==> src/rtl/cfg_arb_pkg.sv <==
// Shared types and constants for the configuration write arbiter.
package cfg_arb_pkg;

  // Commit FSM: IDLE (nothing staged), PENDING (staged, waiting for a
  // period boundary), COMMIT (single cycle copying staging to active).
  typedef enum logic [1:0] {
    IDLE    = 2'd0,
    PENDING = 2'd1,
    COMMIT  = 2'd2
  } commit_state_e;

  localparam int unsigned NUM_REGS_DEFAULT = 5;

  // Register map of the configuration bank.
  localparam int unsigned REG_OUT_EN_LO = 0;
  localparam int unsigned REG_OUT_EN_HI = 1;
  localparam int unsigned REG_PWM_EN_LO = 2;
  localparam int unsigned REG_PWM_EN_HI = 3;
  localparam int unsigned REG_PWM_DUTY  = 4;

  localparam logic [7:0] ERR_CNT_MAX = 8'd255;

endpackage

==> src/rtl/cfg_write_arbiter_rr_arb2.sv <==
// Two-input round-robin arbiter. Holds which requester was served last and
// favours the other one when both request. The history only moves when the
// caller reports an actual transfer through 'advance'.
module rr_arb2 (
  input  logic       clk,
  input  logic       rst_n,
  input  logic [1:0] req,
  input  logic       advance,
  output logic [1:0] grant
);

  // 1 = requester 1 was served last; reset value lets requester 0 win first.
  logic last_q, last_d;

  // Grant selection: single requester wins outright, contention alternates.
  always_comb begin
    grant = 2'b00;
    case (req)
      2'b01:   grant = 2'b01;
      2'b10:   grant = 2'b10;
      2'b11:   grant = last_q ? 2'b01 : 2'b10;
      default: grant = 2'b00;
    endcase
  end

  // History update only when a granted request actually transferred.
  always_comb begin
    last_d = last_q;
    if (advance) last_d = grant[1];
  end

  // History register.
  always_ff @(posedge clk or negedge rst_n) begin
    if (!rst_n) last_q <= 1'b1;
    else        last_q <= last_d;
  end

endmodule

==> src/rtl/cfg_write_arbiter.sv <==
// Configuration write arbiter: two write requesters share the config bank.
// Build option CFG_ARB_SHADOW_EN: when defined, writes land in a staging bank
// that is copied to the active bank on a commit_tick boundary; when undefined,
// accepted writes go straight to the active bank and commit_tick is ignored.
//
// Handshake (both requesters): a transfer happens on a rising edge where
// sN_valid && sN_ready; the requester keeps valid/addr/data stable until then.
// sN_ready is combinational, at most one requester is ready per cycle, and
// neither is ready during the single COMMIT cycle.
module cfg_write_arbiter
  import cfg_arb_pkg::*;
#(
  parameter int unsigned NUM_REGS = NUM_REGS_DEFAULT,
  parameter int unsigned ADDR_W   = 3,
  parameter int unsigned DATA_W   = 8
) (
  input  logic                       clk,
  input  logic                       rst_n,
  input  logic                       s0_valid,
  input  logic [ADDR_W-1:0]          s0_addr,
  input  logic [DATA_W-1:0]          s0_data,
  output logic                       s0_ready,
  input  logic                       s1_valid,
  input  logic [ADDR_W-1:0]          s1_addr,
  input  logic [DATA_W-1:0]          s1_data,
  output logic                       s1_ready,
  input  logic                       commit_tick,
  output logic [NUM_REGS*DATA_W-1:0] reg_out,
  output logic                       busy,
  output logic                       wr_err,
  output logic [7:0]                 err_cnt,
  output logic [1:0]                 dbg_state
);

  logic [1:0]                      req, grant;
  logic                            stall, xfer, in_range, wr_ok, wr_bad;
  logic [ADDR_W-1:0]               wr_addr;
  logic [DATA_W-1:0]               wr_data;
  logic [NUM_REGS-1:0][DATA_W-1:0] active_q, active_d;
  logic                            wr_err_q;
  logic [7:0]                      err_cnt_q, err_cnt_d;

  assign req = {s1_valid, s0_valid};

  rr_arb2 u_rr_arb2 (
    .clk     (clk),
    .rst_n   (rst_n),
    .req     (req),
    .advance (xfer),
    .grant   (grant)
  );

  assign s0_ready = grant[0] & ~stall;
  assign s1_ready = grant[1] & ~stall;
  assign xfer     = (s0_valid & s0_ready) | (s1_valid & s1_ready);
  assign wr_addr  = grant[1] ? s1_addr : s0_addr;
  assign wr_data  = grant[1] ? s1_data : s0_data;
  assign in_range = 32'(wr_addr) < NUM_REGS;
  // Out-of-range writes are still acknowledged so a requester never hangs.
  assign wr_ok    = xfer & in_range;
  assign wr_bad   = xfer & ~in_range;

  // Saturating count of discarded out-of-range writes.
  always_comb begin
    err_cnt_d = err_cnt_q;
    if (wr_bad && err_cnt_q != ERR_CNT_MAX) err_cnt_d = err_cnt_q + 8'd1;
  end

  // Error pulse, error count and active bank registers.
  always_ff @(posedge clk or negedge rst_n) begin
    if (!rst_n) begin
      wr_err_q  <= 1'b0;
      err_cnt_q <= 8'd0;
      active_q  <= '0;
    end else begin
      wr_err_q  <= wr_bad;
      err_cnt_q <= err_cnt_d;
      active_q  <= active_d;
    end
  end

  assign reg_out = active_q;
  assign wr_err  = wr_err_q;
  assign err_cnt = err_cnt_q;

`ifdef CFG_ARB_SHADOW_EN

  commit_state_e                   state_q, state_d;
  logic [NUM_REGS-1:0][DATA_W-1:0] stage_q, stage_d;
  logic                            dirty_q, dirty_d;
  logic                            busy_q, busy_d;

  assign stall = (state_q == COMMIT);

  // Commit FSM next state; a tick while IDLE or COMMIT is ignored.
  always_comb begin
    state_d = state_q;
    case (state_q)
      IDLE:    if (dirty_d) state_d = PENDING;
      PENDING: if (commit_tick) state_d = COMMIT;
      COMMIT:  state_d = IDLE;
      default: state_d = IDLE;
    endcase
  end

  // Staging writes, dirty tracking and the atomic staging-to-active copy.
  // A write in the tick cycle lands in staging before COMMIT copies it.
  always_comb begin
    stage_d  = stage_q;
    dirty_d  = dirty_q;
    active_d = active_q;
    if (state_q == COMMIT) begin
      active_d = stage_q;
      dirty_d  = 1'b0;
    end else if (wr_ok) begin
      dirty_d = 1'b1;
      for (int unsigned i = 0; i < NUM_REGS; i++) begin
        if (wr_addr == ADDR_W'(i)) stage_d[i] = wr_data;
      end
    end
  end

  assign busy_d = dirty_d | (state_d != IDLE);

  // Commit FSM, staging bank and busy registers.
  always_ff @(posedge clk or negedge rst_n) begin
    if (!rst_n) begin
      state_q <= IDLE;
      stage_q <= '0;
      dirty_q <= 1'b0;
      busy_q  <= 1'b0;
    end else begin
      state_q <= state_d;
      stage_q <= stage_d;
      dirty_q <= dirty_d;
      busy_q  <= busy_d;
    end
  end

  assign busy      = busy_q;
  assign dbg_state = state_q;

`else

  logic unused_commit_tick;

  assign stall              = 1'b0;
  assign unused_commit_tick = commit_tick;

  // Direct write into the active bank.
  always_comb begin
    active_d = active_q;
    if (wr_ok) begin
      for (int unsigned i = 0; i < NUM_REGS; i++) begin
        if (wr_addr == ADDR_W'(i)) active_d[i] = wr_data;
      end
    end
  end

  assign busy      = 1'b0;
  assign dbg_state = IDLE;

`endif

endmodule

==> config.mk <==
export PLATFORM = sky130hd
export DESIGN_NAME = cfg_write_arbiter
export DESIGN_NICKNAME = d
export VERILOG_FILES = /design/src/rtl/cfg_arb_pkg.sv /design/src/rtl/cfg_write_arbiter_rr_arb2.sv /design/src/rtl/cfg_write_arbiter.sv
export SDC_FILE = /design/constraint.sdc
export NUM_CORES = 1
export LEC_CHECK = 0
export CAP_MARGIN = 5
export CORE_MARGIN = 2
export CORE_UTILIZATION = 43
export DETAILED_ROUTE_END_ITERATION = 12
export GPL_ROUTABILITY_DRIVEN = 0
export PLACE_DENSITY = 0.78
export REMOVE_ABC_BUFFERS = 1
export SYNTH_ARGS = -nofsm -noshare
export SYNTH_HDL_FRONTEND = slang
export SYNTH_SLANG_ARGS = --single-unit
==> constraint.sdc <==
create_clock -name clk -period 2.33 [get_ports clk]
set_input_delay 0.466 -clock clk [delete_from_list [all_inputs] [get_ports clk]]
set_output_delay 0.466 -clock clk [all_outputs]
set_load 0.005 [all_outputs]
Word level (Yosys, flattened, before mapping)
Index checks and enable logic that the tools add are counted.
{ "totals": {"mem_bits_ro": 0, "mem_count": 0, "inputBits": 27, "reg_bits": 50, "latch_bits": 0, "mem_bits_rw": 0} }
{ "classes": {"mux": 4, "add_sub_neg": 1, "n_eq_ne": 8, "div": 0, "n_shift": 0, "mul": 0, "n_lt_le_gt_ge": 1, "reduce_logical": 7, "bitwise": 6} }
{ "ops": {"columns": ["operator", "n"], "rows": [
  ["$reduce_and 2->1", 5],
  ["$add 8x1->8 const B", 1],
  ["$mux 8", 1],
  ["$ne 8x8->1 const B", 1],
  ["$eq 3x2->1 const B", 2],
  ["$pmux 2 s3", 1],
  ["$and 1x1->1", 4],
  ["$eq 2x2->1 const B", 2],
  ["$eq 3x1->1 const B", 1],
  ["$eq 3x3->1 const B", 1],
  ["$logic_not 3->1", 1],
  ["$lt 3x3->1 const B", 1],
  ["$mux 3", 1],
  ["$eq 2x1->1 const B", 1],
  ["$mux 2", 1],
  ["$logic_and 1x1->1", 1],
  ["$not 1->1", 1],
  ["$or 1x1->1", 1]
]} }

Logic depth before layout (Yosys ltp)
{ "logic_depth": {"depth_word": 7, "depth_mapped": 7, "depth_no_buf": 7} }

By module
From an unflattened synthesis, not the netlist that was laid out.
{ "hier_totals": {"cells_unflattened": 159, "hier_area_um2": 2235.9} }
{ "modules_own_cells": {"columns": ["mod", "instances", "area_per_inst_um2", "cells_each", "seq_area_each_um2"], "rows": [
  ["cfg_write_arbiter", 1, 2172.1, 154, 1226.2],
  ["rr_arb2", 1, 63.8, 5, 26.3]
]} }

Worst setup path before layout
Ideal clock, no wire load.
{ "synth_path": {"kind": "reg-to-reg", "start": "reg u_rr_arb2.last_q", "end": "reg active_q (netlist bit reg_out[0])", "arrival_ps": 1644, "synth_period_minus_slack_ps": 1769, "setup_slack_ps": 561, "path_stages_with_launch": 7, "setup_ps": 125, "n_path_buf": 1, "path_cell_list": "dfstp_2 > nand2b_1 > nand2_1 > o22ai_1 > nor2b_1 > buf_2 > mux2_2"} }
{ "synth_between": {"elab_chain_len": 6, "word_cells_on_any_way": 11} }
{ "synth_rtl": {"columns": ["item", "line_no", "text"], "rows": [
  ["from (decl)", "cfg_write_arbiter_rr_arb2.sv:13", "logic last_q, last_d;"],
  ["from (signal assigned)", "cfg_write_arbiter_rr_arb2.sv:35", "else last_q <= last_d;"],
  ["$mux 2 *", "cfg_write_arbiter_rr_arb2.sv:21", "2'b11: grant = last_q ? 2'b01 : 2'b10;"],
  ["$pmux 2 s3 *", "cfg_write_arbiter_rr_arb2.sv:18", "case (req)"],
  ["$mux 3 / $and 1x1->1 (equally long branches)", "cfg_write_arbiter.sv:56, cfg_write_arbiter.sv:55", null],
  ["$lt 3x3->1 / $or 1x1->1 (equally long branches)", "cfg_write_arbiter.sv:58, cfg_write_arbiter.sv:55", null],
  ["$and 1x1->1", "cfg_write_arbiter.sv:60", "assign wr_ok = xfer & in_range;"],
  ["$reduce_and 2->1 (no line)", null, null],
  ["to (signal assigned)", "cfg_write_arbiter.sv:78", "active_q <= active_d;"],
  ["to (decl)", "cfg_write_arbiter.sv:39", "logic [NUM_REGS-1:0][DATA_W-1:0] active_q, active_d;"]
]} }
Mark *: on every way between the ends. The rest lies on a longest branch, timed or not.
A chain may end at the register's enable or synchronous reset.

Worst setup path after layout
{ "layout_path": {"start": "in s0_valid", "end": "out s1_ready"} }
{ "layout_between": {"elab_chain_len": 2, "word_cells_on_any_way": 4} }
{ "layout_rtl": {"columns": ["item", "line_no", "text"], "rows": [
  ["from (decl)", "cfg_write_arbiter.sv:19", "input logic s0_valid,"],
  ["$eq 2x2->1 / $eq 2x1->1 (equally long branches)", "cfg_write_arbiter_rr_arb2.sv:18", null],
  ["$pmux 2 s3 *", "cfg_write_arbiter_rr_arb2.sv:18", null],
  ["to (decl)", "cfg_write_arbiter.sv:26", "output logic s1_ready,"]
]} }
Marks and branches as above.

==> flow_summary.rst <==
.. list-table::
   :header-rows: 1

   * - Metric
     - Value
   * - Status
     - finished clean
   * - Root Driver
     - sky130_fd_sc_hd__clkbuf_8
   * - Clock Skew
     - 4.931 ps
   * - Final net count
     - 291
   * - Unique cell type count in the Yosys netlist
     - 29
   * - Number of clock sinks
     - 50
   * - Cell Pwr Density
     - 952.7 nW/um^2
   * - Total cell area at the placement stage
     - 3098 sq um
   * - Kind of path behind the tightest hold check
     - in -> async
   * - Cells after Synth
     - 171
   * - Antenna violations before repair
     - 0
   * - Combined global-route utilization of all metal layers
     - 18.71%
   * - Mean routed wirelength per cell
     - 14.91 um
   * - Antenna diode count
     - 0
   * - CP Data Arrival Time
     - 1770 ps
   * - Filler Cell Count
     - 384
   * - Delay of the slowest cell on the worst path
     - 520 ps
   * - Clock tree from TritonCTS
     - yes
   * - Area of the core region
     - 4817 sq um
   * - HPWL Detailed
     - 3.618 mm
   * - H-tree depth reported by CTS
     - 2
   * - Iteration-0 DRC count of the detailed router
     - 71
   * - Commonest cells after routing, fill and taps aside
     - 75 x sky130_fd_sc_hd__clkdlybuf4s50_1, 49 x sky130_fd_sc_hd__dfrtp_1, 41 x sky130_fd_sc_hd__mux2_2, 30 x sky130_fd_sc_hd__nand2_1, 12 x sky130_fd_sc_hd__buf_4
   * - Slowest cell on the critical path
     - sky130_fd_sc_hd__clkdlybuf4s50_1
   * - Reg clk slew, reported paths
     - 80 ps
   * - Post-CTS setup repair buffer count
     - 0
   * - Post-route DRC
     - 0
   * - Layout-stage area growth over the synthesis result
     - 45.95%
   * - Crit-path leading delay family
     - buffers and inverters
   * - Relative slew slack
     - 63.18%
   * - Critical path cell sequence
     - clkdlybuf4s50_1, nand2_1, nand2_2, inv_4, clkdlybuf4s50_1
   * - Cts repair resizes
     - 0
   * - Critical path start-end classification
     - in -> out
   * - Worst Path Required
     - 1860 ps
   * - Final worst path period need
     - 2233 ps
   * - Via count
     - 1,586
   * - Overall die area
     - 5651 sq um
   * - Tcrit/Tclk final
     - 95.83%
   * - Measured slew at the worst slew-check pin
     - 552.2 ps
   * - Upper clock frequency limit
     - 447.9 MHz
   * - Flops & latches, synth
     - 50
   * - Number of buffer and inverter stages on the critical path
     - 3
   * - Cell mode on critical path
     - sky130_fd_sc_hd__clkdlybuf4s50_1
   * - Final number of setup-violating endpoints
     - 0
   * - Number of iterations in the first detailed-routing pass
     - 4
   * - Number of buffers added to fix hold violations after cts
     - 0
   * - Worst slack at placement
     - -75.25 ps
   * - Top Ports
     - 81
   * - Count of antenna-violating nets left after detailed routing
     - 0
   * - Starting utilization of the core area
     - 45.22%
   * - Pins Over Slew Limit
     - 0
   * - Register area share after synthesis
     - 57.50%
   * - Critical path peak fanout
     - 10
   * - Routed wire length
     - 4.919 mm
   * - Total overflow reported by the global router
     - 0
   * - Y dimension of the die
     - 75.18 um
   * - Largest net degree at the start of global routing
     - 51
   * - Count of port buffers added during placement
     - 76
   * - Leakage power summed over all cells
     - 1.409 nW
   * - Most frequent standard cell in the layout excluding fill and tap cells
     - sky130_fd_sc_hd__clkdlybuf4s50_1
   * - Number of warning messages in the yosys log
     - 0
   * - Clock Tree Buf Depth
     - 2
   * - Core Rows
     - 25
   * - Kind of end point of the critical path
     - output pin
   * - Number of vias per cell after detailed routing
     - 4.806
   * - Clock latency on the worst-skew pair
     - 290 ps
   * - Nature of the critical path startpoint
     - input port
   * - Unrepaired setup endpoints after global routing
     - no
   * - Hold violation total from the final report
     - 0
   * - Mean cell area of the mapped netlist
     - 12.74 sq um
   * - First-pass GRT wire length
     - 7.679 mm
   * - Max Cap Viol
     - 0
   * - Number of buffers inserted during clock tree synthesis
     - 5
   * - Hold Worst Slack
     - 141.3 ps
   * - Die Width
     - 75.18 um
   * - Ratio of cells with drive above 1 in the final layout
     - 27.00%
   * - Maximum vdd drop
     - 564.9 uV
   * - Post-route worst setup slack
     - 97.21 ps
   * - Design area
     - 3179 sq um
   * - Post-synthesis instance area
     - 2178 sq um
   * - Vias in the first global route
     - 1,577
[final timing paths]
| kind | from | end | slack [ps] | cells after the start |
|---|---|---|---|---|
| max | s0_valid | s1_ready | 100 | 5 |
| min reg2reg | u_rr_arb2.last_q$_DFFE_PN1P_ | u_rr_arb2.last_q$_DFFE_PN1P_ | 490 | 2 |
| min in group clk | u_rr_arb2.last_q$_DFFE_PN1P_ | u_rr_arb2.last_q$_DFFE_PN1P_ | 490 | 2 |
| max in group asynchronous | rst_n | u_rr_arb2.last_q$_DFFE_PN1P_ | 1920 | 2 |
| max reg2reg | u_rr_arb2.last_q$_DFFE_PN1P_ | reg_out[0]$_DFFE_PN0P_ | 460 | 7 |
| min | rst_n | err_cnt[5]$_DFFE_PN0P_ | 140 | 2 |
[worst register-to-register path: cells and delay by family, from the launching register on]
| family | cells | cell delay (ps) |
|---|---|---|
| buffers and inverters | 2 | 280 |
| AND/OR/NAND/NOR | 3 | 390 |
| flip-flops | 1 | 540 |
| multiplexers | 2 | 550 |
[power by group]
group | leakage, nW | internal, mW | switching (mW) | total, mW
sequential | 0.606 | 1.18 | 0.205 | 1.38
combinational | 0.759 | 0.821 | 0.361 | 1.18
clock | 0.0438 | 0.202 | 0.263 | 0.465
total | 1.41 | 2.20 | 0.829 | 3.03
[flip-flops by register name, summed over array words and instances (netlist names)]
name / flops
u_rr_arb2.last_q: 1
reg_out: 40
wr_err: 1
err_cnt: 8
[metal layers]
| layer | global-route usage, % | share of wire [%] | up-vias | routed length (um) |
|---|---|---|---|---|
| met1 | 24.83 | 44 | 763 | 2162 |
| met5 | 0 | 0 | - | 0 |
| li1 | - | - | 758 | - |
| met4 | 7.992 | 2.0 | 0 | 99 |
| met2 | 30.12 | 48 | 57 | 2337 |
| met3 | 3.748 | 6.5 | 8 | 320 |
[cell type report]
| cell class | count | area (sq um) | share of cell area (%) |
|---|---|---|---|
| Sequential cell | 50 | 1252 | 39.39 |
| Multi-Input combinational cell | 113 | 880.8 | 27.71 |
| Timing Repair Buffer | 89 | 865.8 | 27.23 |
| Tap cell | 67 | 83.83 | 2.637 |
| Clock buffer | 5 | 68.82 | 2.165 |
| Inverter | 4 | 17.52 | 0.5510 |
| Clock inverter | 2 | 10.01 | 0.3148 |
[synthesized netlist by cell type]
library cell	n	area [sq um]
sky130_fd_sc_hd__dfrtp_1	49	1226
sky130_fd_sc_hd__mux2_2	41	461.7
sky130_fd_sc_hd__nand2_1	30	112.6
sky130_fd_sc_hd__nand3_1	5	25.02
sky130_fd_sc_hd__xor2_1	5	43.79
sky130_fd_sc_hd__nor2_1	4	15.01
sky130_fd_sc_hd__nor3b_1	4	30.03
sky130_fd_sc_hd__buf_2	3	15.01
sky130_fd_sc_hd__buf_4	3	22.52
sky130_fd_sc_hd__inv_1	3	11.26
sky130_fd_sc_hd__nor2b_1	2	12.51
sky130_fd_sc_hd__nor3_1	2	10.01
sky130_fd_sc_hd__o21ai_0	2	10.01
sky130_fd_sc_hd__o21ai_2	2	17.52
sky130_fd_sc_hd__xnor2_1	2	17.52
sky130_fd_sc_hd__a32oi_1	1	8.760
sky130_fd_sc_hd__and3_1	1	6.260
sky130_fd_sc_hd__conb_1	1	3.750
sky130_fd_sc_hd__dfstp_2	1	26.28
sky130_fd_sc_hd__ha_1	1	12.51
sky130_fd_sc_hd__inv_2	1	3.750
sky130_fd_sc_hd__mux2i_4	1	22.52
sky130_fd_sc_hd__nand2_2	1	6.260
sky130_fd_sc_hd__nand2b_1	1	6.260
sky130_fd_sc_hd__nand3b_4	1	20.02
sky130_fd_sc_hd__nor2_2	1	6.260
sky130_fd_sc_hd__nor4_2	1	12.51
sky130_fd_sc_hd__o22ai_1	1	6.260
sky130_fd_sc_hd__or3_1	1	6.260
[cell families after synthesis]
group	Yosys count	share of synthesized area, %
mux	42	22.23
compound gates	6	1.953
other cells	1	0.1721
simple gates	54	12.35
buf+inv	10	2.412
flops	50	57.50
fa+ha+maj	1	0.5743
xor+xnor	7	2.815
[metrics by stage]
stage               util [%]  std cells  power, mW  setup TNS [ps]
global placement       64.31        323      2.552          -87.31
floorplan                  -        167      1.771               0
CTS                    65.95        330      3.058               0
finish                 66.00        330      3.029               0
global route           66.00        330      3.215               0
detailed placement     64.31        323      2.583          -969.0
Power figures use the tool's default switching activity.
